File: src/rtl/systolic_mac_top.sv
// 2x2 output-stationary systolic matrix-multiply engine: one packed job in,
// C = A x B streamed out as two 64-bit beats under a ready handshake.
`timescale 1ns/1ps
module systolic_mac_top #(
  parameter int N      = 2,
  parameter int DATA_W = 8,
  parameter int ACC_W  = 32
) (
  input  logic        clk,
  input  logic        reset,
  input  logic        valid,
  input  logic        ready,
  input  logic [63:0] data_in,
  output logic        tx_done,
  output logic [63:0] data_out
);

  typedef enum logic [1:0] {S_IDLE, S_COMPUTE, S_BUF, S_TX} state_e;
  typedef logic [DATA_W-1:0]   elem_t;
  typedef logic [ACC_W-1:0]    acc_t;
  typedef logic [2*DATA_W-1:0] prod_t;

  state_e             state_q, state_d;
  logic [1:0]         k_q, k_d;
  logic               beat_q, beat_d;
  logic [63:0]        op_q, op_d;
  logic               tx_done_q, tx_done_d;
  logic [4*ACC_W-1:0] res_buf_q, res_buf_d;

  elem_t [N-1:0][N-1:0] a_m, b_m;
  elem_t [N-1:0]        row_in, col_in;
  // Only column 0 forwards a and row 0 forwards b to a PE that consumes it.
  elem_t [N-1:0]        a_pipe_q, a_pipe_d;
  elem_t [N-1:0]        b_pipe_q, b_pipe_d;
  elem_t [N-1:0][N-1:0] pe_a, pe_b;
  prod_t [N-1:0][N-1:0] prod;
  acc_t  [N-1:0][N-1:0] acc_q, acc_d;
  logic                 step;

  // Packed [row][col] view of the operand word, bytes LSB first.
  assign a_m  = op_q[31:0];
  assign b_m  = op_q[63:32];
  assign step = (state_q == S_COMPUTE);

  // Skewed feed: row i carries A[i][k-i], column j carries B[k-j][j].
  always_comb begin
    row_in = '0;
    col_in = '0;
    if (step) begin
      case (k_q)
        2'd0: begin
          row_in[0] = a_m[0][0];
          col_in[0] = b_m[0][0];
        end
        2'd1: begin
          row_in[0] = a_m[0][1];
          row_in[1] = a_m[1][0];
          col_in[0] = b_m[1][0];
          col_in[1] = b_m[0][1];
        end
        2'd2: begin
          row_in[1] = a_m[1][1];
          col_in[1] = b_m[1][1];
        end
        default: ;
      endcase
    end
  end

  always_comb begin
    pe_a[0][0] = row_in[0];
    pe_a[0][1] = a_pipe_q[0];
    pe_a[1][0] = row_in[1];
    pe_a[1][1] = a_pipe_q[1];
    pe_b[0][0] = col_in[0];
    pe_b[0][1] = col_in[1];
    pe_b[1][0] = b_pipe_q[0];
    pe_b[1][1] = b_pipe_q[1];
    for (int i = 0; i < N; i++) begin
      for (int j = 0; j < N; j++) begin
        prod[i][j] = prod_t'(pe_a[i][j]) * prod_t'(pe_b[i][j]);
      end
    end
  end

  always_comb begin
    // NOTE: every _d starts as its _q, so no branch leaves a signal unassigned
    // and no latch is inferred.
    state_d   = state_q;
    k_d       = k_q;
    beat_d    = beat_q;
    op_d      = op_q;
    tx_done_d = 1'b0;
    res_buf_d = res_buf_q;
    a_pipe_d  = a_pipe_q;
    b_pipe_d  = b_pipe_q;
    acc_d     = acc_q;
    unique case (state_q)
      S_IDLE: begin
        if (valid) begin
          op_d     = data_in;
          k_d      = '0;
          acc_d    = '0;
          a_pipe_d = '0;
          b_pipe_d = '0;
          state_d  = S_COMPUTE;
        end
      end
      S_COMPUTE: begin
        a_pipe_d = row_in;
        b_pipe_d = col_in;
        for (int i = 0; i < N; i++) begin
          for (int j = 0; j < N; j++) begin
            acc_d[i][j] = acc_q[i][j] + acc_t'(prod[i][j]);
          end
        end
        k_d = k_q + 2'd1;
        if (k_q == 2'd3) state_d = S_BUF;
      end
      S_BUF: begin
        res_buf_d = {acc_q[1][1], acc_q[1][0], acc_q[0][1], acc_q[0][0]};
        beat_d    = 1'b0;
        state_d   = S_TX;
      end
      S_TX: begin
        if (ready) begin
          if (beat_q) begin
            beat_d    = 1'b0;
            tx_done_d = 1'b1;
            state_d   = S_IDLE;
          end else begin
            beat_d = 1'b1;
          end
        end
      end
      default: state_d = S_IDLE;
    endcase
  end

  always_ff @(posedge clk or posedge reset) begin
    if (reset) begin
      // NOTE: datapath storage is cleared along with control so an aborted job
      // leaves no stale results behind.
      state_q   <= S_IDLE;
      k_q       <= '0;
      beat_q    <= 1'b0;
      op_q      <= '0;
      tx_done_q <= 1'b0;
      res_buf_q <= '0;
      a_pipe_q  <= '0;
      b_pipe_q  <= '0;
      acc_q     <= '0;
    end else begin
      // NOTE: non-blocking assignments, so every flop samples pre-edge values.
      state_q   <= state_d;
      k_q       <= k_d;
      beat_q    <= beat_d;
      op_q      <= op_d;
      tx_done_q <= tx_done_d;
      res_buf_q <= res_buf_d;
      a_pipe_q  <= a_pipe_d;
      b_pipe_q  <= b_pipe_d;
      acc_q     <= acc_d;
    end
  end

  always_comb begin
    data_out = '0;
    if (state_q == S_TX) data_out = beat_q ? res_buf_q[127:64] : res_buf_q[63:0];
  end

  assign tx_done = tx_done_q;

endmodule

File: config.mk
export PLATFORM = sky130hd
export DESIGN_NAME = systolic_mac_top
export DESIGN_NICKNAME = d
export VERILOG_FILES = /design/src/rtl/systolic_mac_top.sv
export SDC_FILE = /design/constraint.sdc
export NUM_CORES = 2
export LEC_CHECK = 0
export BUFFER_PORTS_ARGS = -buffer_cell sky130_fd_sc_hd__buf_2
export CORE_UTILIZATION = 57
export DETAILED_ROUTE_END_ITERATION = 8
export PLACE_DENSITY = 0.81
export SKIP_CTS_REPAIR_TIMING = 1
export SLEW_MARGIN = 20
export SYNTH_ARGS = -nofsm -noshare
export SYNTH_HDL_FRONTEND = slang
export SYNTH_SLANG_ARGS = --single-unit
export TNS_END_PERCENT = 50
File: constraint.sdc
create_clock -name clk -period 12.07 [get_ports clk]
set_input_delay 1.8105 -clock clk [delete_from_list [all_inputs] [get_ports clk]]
set_output_delay 1.8105 -clock clk [all_outputs]
set_load 0.02 [all_outputs]
Word level (Yosys, flattened, before mapping) --
Cells that the tools add are included.
Storage, ports and cells: flip-flop bits (word level) 358, bits of input ports 68, output and inout bits 65, logic and storage cells 67
Operators by class: add/subtract/negate cells 5, multiply operators 4, equality and inequality tests 10, muxes and demuxes 26, reduce and logical (&&, ||, !) cells 8
Operator list (count):
- $pmux W128 S2 | 1
- $add A32 B16 Y32 | 4
- $mux W128 | 1
- $mux W64 | 2
- $mul A8 B8 Y16 | 4
- $pmux W16 S2 | 2
- $pmux W8 S2 | 4
- $mux W16 | 3
- $mux W2 | 5
- $eq A2 B2 Y1 const B | 4
- $pmux W2 S4 | 1
- $ne A2 B2 Y1 const B | 3
- $reduce_and A2 Y1 | 3
- $mux W1 | 5
- $eq A2 B1 Y1 const B | 2
- $logic_not A2 Y1 | 2
- $pmux W2 S2 | 1
- $reduce_and A4 Y1 | 1
- $reduce_bool A2 Y1 | 2
- $add A2 B1 Y2 const B | 1
- $ne A2 B1 Y1 const B | 1
- $pmux W1 S2 | 1

Logic depth before layout (Yosys ltp) --
depth after elaboration 6, gate-level depth with buffers 25, gate-level depth less buffers 21

Least setup slack after synthesis --
No wires, ideal clock.
kind reg-to-reg, start reg k_q[0], end reg acc_q[57] (netlist bit), data arrival time 5406 ps, slack 6545 ps, stages on the path, launching flop included 24, buffers on the path 3, clock period less this slack 5525 ps, path through dfrtp_1 > inv_1 > ha_1 > clkbuf_1 > clkbuf_1 > a22oi_1 > nor2_1 > nand2_1 > fa_1 > inv_1 > fa_1 > fa_1 > inv_1 > fa_1 > inv_1 > ha_1 > a21oi_1 > o21ai_1 > a21oi_2 > o21ai_2 > a221oi_2 > buf_2 > nor3_1 > o21a_1
On the way: word-level cells in the longest chain between the ends 6, elaborated cells between the ends (all ways) 7
RTL lines:
- start, declared | RTL line 24 | logic [1:0] k_q, k_d;
- start signal, assigned | RTL line 156 | k_q <= k_d;
- $eq A2 B2 Y1 / $eq A2 B1 Y1 (equally long branches) | RTL line 50 | case (k_q)
- $pmux W8 S2 * | RTL line 50
- $mux W16 * | RTL line 49 | if (step) begin
- $mul A8 B8 Y16 * | RTL line 81 | prod[i][j] = prod_t'(pe_a[i][j]) * prod_t'(pe_b[i][j]);
- $add A32 B16 Y32 * | RTL line 114 | acc_d[i][j] = acc_q[i][j] + acc_t'(prod[i][j]);
- $pmux W128 S2 * | RTL line 98 | unique case (state_q)
- end signal, assigned | RTL line 152 | acc_q <= '0;
- end signal, assigned | RTL line 163 | acc_q <= acc_d;
- end, declared | RTL line 37 | acc_t [N-1:0][N-1:0] acc_q, acc_d;
Every way passes the cells marked *; elsewhere a longest branch is shown, timed or not. A chain may end at the register's enable or synchronous reset.

Final worst setup path --
start reg k_q[1], end reg acc_q[90] (netlist bit)
Same word-level chain as after synthesis.

==> results.py <==
metrics = {
    "placement": {
        "place_hpwl_mm": 44.5,
        "placed_cells": 3246,
        "pre_cts_slack_ns": 5.65,
        "place_congestion": 0.952,
        "dpl-instance-area_um2": 27300,
        "port_buffers": 132,
    },
    "finish": {
        "fin_nets": 3129,
        "instances_no_fill": 3320,
        "layout-drive-gt1-share": 0.160,
        "antenna_cells": 0,
        "area_delta_synth_final_pct": 9.87,
        "design_area_um2": 28700,
    },
    "timing": {
        "rsz0062_at_grt": "no",
        "finalSetupViolCount": 0,
        "min_period_ns": 6.52,
        "fmax_mhz": 153,
        "maxSlewHeadroom": 0.339,
        "timing.hold.ws_ns": 0.504,
        "finalCritPeriodShare": 0.540,
        "tns_ns": 0,
        "fin_ws_ns": 5.55,
        "fin_skew_ns": 0.0177,
        "tightest_slew_ns": 0.992,
        "hold_viol": 0,
        "slew_violations": 0,
    },
    "critical_path": {
        "rr_worst_depth": 21,
        "cp_slowest_cell": "nor2_1",
        "path_class": "flip-flop to flip-flop",
        "cp_data_required_time_ns": 12.52,
        "worstPathArrival_ns": 6.97,
        "end_kind": "flip-flop",
        "cp_max_fo": 24,
        "path_buf_inv": 5,
        "cp.depth": 21,
        "slowest_delay_ns": 0.64,
        "critPathTopFamily": "adder cells",
        "crit_path_cell_trace": "inv_1 > ha_1 > buf_4 > a22oi_1 > nor2_1 > nand2_1 > fa_1 > inv_1 > fa_1 > fa_1 > inv_1 > fa_1 > inv_1 > ha_1 > a21o_1 > and3_1 > nor3_1 > o21ba_2 > nor3_1 > xnor2_1 > nor2_1",
        "start_kind": "flip-flop",
    },
    "pwr": {
        "leakage_nw": 14.4,
        "pwr-share-clk": 0.260,
        "p_per_area_nw_per_um2": 179,
        "power_frac_comb": 0.403,
        "peakVddDrop_v": 0.000132,
        "p_sw_mw": 2.05,
        "p_int_mw": 3.10,
        "p_seq_frac": 0.336,
        "netSwitchingFraction": 0.399,
    },
    "die": {
        "dieHeight_um": 216,
        "start_util": 0.578,
        "io_pins": 133,
        "rows": 78,
        "die-area_um2": 46800,
        "core_um2": 45300,
        "die_x_um": 216,
    },
    "synthesis": {
        "async_flop_share": 1.00,
        "synth_cells": 2612,
        "synth.most_common_cell": "inv_1",
        "synth.area.top_cells": "dfrtp_1 34%, fa_1 15%, mux2_2 8.3%, ha_1 8.2%, inv_1 5.4%",
        "synth_edf_count": 0,
        "synth.top_cell.area_share": 0.342,
        "synthTopCellsByCount": "377 x inv_1, 358 x dfrtp_1, 267 x nand2_1",
        "synth_seq_area_share": 0.342,
        "ys_types": 70,
        "ys_seq_elements": 358,
        "yosysWarnings": 0,
        "avgSynthCellArea_um2": 10.0,
        "synth_area_um2": 26200,
        "synth.net_count": 3052,
        "synthFlopType": "dfrtp_1",
        "synth_top_cell_by_area": "dfrtp_1",
    },
    "global_route": {
        "grt_usage": 0.272,
        "gr-total-overflow": 0,
        "antenna_found_initial": 0,
        "grt_pass1_wl_mm": 102,
        "grt_max_degree": 159,
        "grt_pass1_vias": 20510,
    },
    "routing": {
        "vias": 18869,
        "drtPass1Iterations": 5,
        "drt_iter0_markers": 1187,
        "wl_per_cell_um": 18.4,
        "drc_errors": 0,
        "viasPerCell": 5.68,
        "wl_mm": 61.1,
        "ant_nets": 0,
    },
    "clocking": {
        "clkSlewWorstSetupHoldPaths_ns": 0.07,
        "cts-buffers-inserted": 41,
        "tritoncts": "done",
        "worstSkewPairLatency_ns": 0.58,
        "cts-htree-levels": 2,
        "cts_sinks": 358,
        "cts-root-buf": "clkbuf_16",
        "clk_path_buf_depth": 3,
    },
    "hold_path": {
        "hold_depth": 1,
        "hp-class": "flip-flop to flip-flop",
    },
    "flow_run": {
        "drv_cap": 0,
    },
    "outcome": {
        "outcome": "finished, final reports clean",
    },
}
[placed cells by master, fill, tap and decap left out, drive strengths merged, types with 6 or more instances in the layout]
cell type	n
a211oi	10
ha	172
bufinv	6
a21o	17
buf	146
inv	381
o21ai	110
xnor2	46
nand2b	22
or2	6
a21oi	68
a22o	13
or3	16
and2	112
a22oi	28
nor3	14
mux2i	67
nand4	23
nand2	267
a31oi	10
dfrtp	358
o21a	11
nor2b	76
fa	200
clkbuf	56
o211ai	10
clkinv	7
nor3b	6
mux2	193
xor2	44
and3	17
nor2	125
o22ai	21
nand3	22
[state kept, by name (all words and copies together), names as in the netlist]
register and count:
acc_q 128, res_buf_q 128, op_q 64, a_pipe_q 16
b_pipe_q 16, k_q 2, state_q 2, beat_q 1
tx_done 1
[metal layers]
layer  vias to the layer above  routed length, um  track usage
met1                      9566              24800        0.335
met3                       152               3040       0.0411
met2                       490              31100        0.478
met5                         -                  0            0
li1                       8661                  -            -
met4                         0               2140        0.109
[through the flow]
| step | util | total power [mW] |
|---|---|---|
| 3_3_place_gp | 0.603 | 3.71 |
| 2_1_floorplan | - | 3.20 |
| 3_5_place_dp | 0.603 | 3.80 |
| 4_1_cts | 0.635 | 5.16 |
| 5_1_grt | 0.635 | 5.47 |
| 6_report | 0.635 | 5.15 |
[path summary, 6_finish.rpt]
kind	startpoint	to	slack, ns
worst max-delay path	k_q[1]	acc_q[90]	5.55
worst min-delay path	res_buf_q[101]	res_buf_q[101]	0.50
worst max register to register	k_q[1]	acc_q[90]	5.55
worst min register to register	res_buf_q[101]	res_buf_q[101]	0.50
max in group asynchronous	reset	beat_q	8.36
min in group asynchronous	reset	op_q[43]	1.39
[layout make-up]
| cell class | instances | area (um^2) |
|---|---|---|
| inverters | 377 | 1420 |
| multi-input cells | 1765 | 15400 |
| flip-flops and latches | 358 | 8960 |
| repair buffers | 146 | 778 |
| well taps | 600 | 751 |
| clock inverters | 18 | 273 |
| clock buffers | 56 | 1170 |
| fillers | 3589 | 16500 |
[cells by family (layout without fill, tap and decap cells)]
| kind of cell | count (synthesis) | after routing | share of synthesized area |
|---|---|---|---|
| fa+ha+maj | 372 | 372 | 0.235 |
| simple gates | 721 | 721 | 0.135 |
| buf+inv | 489 | 597 | 0.0711 |
| flops | 358 | 358 | 0.342 |
| compound gates | 322 | 322 | 0.0769 |
| xor+xnor | 90 | 90 | 0.0301 |
| mux | 260 | 260 | 0.109 |
[power by group through the flow]
stage	combinational [mW]	clock [mW]	sequential, mW
global route	2.31	1.40	1.76
floorplan	1.59	0	1.61
finish	2.08	1.34	1.73
detailed placement	2.05	0	1.75
global placement	1.97	0	1.73
CTS	2.07	1.36	1.73
No activity file was read; power rests on OpenSTA's default activity.
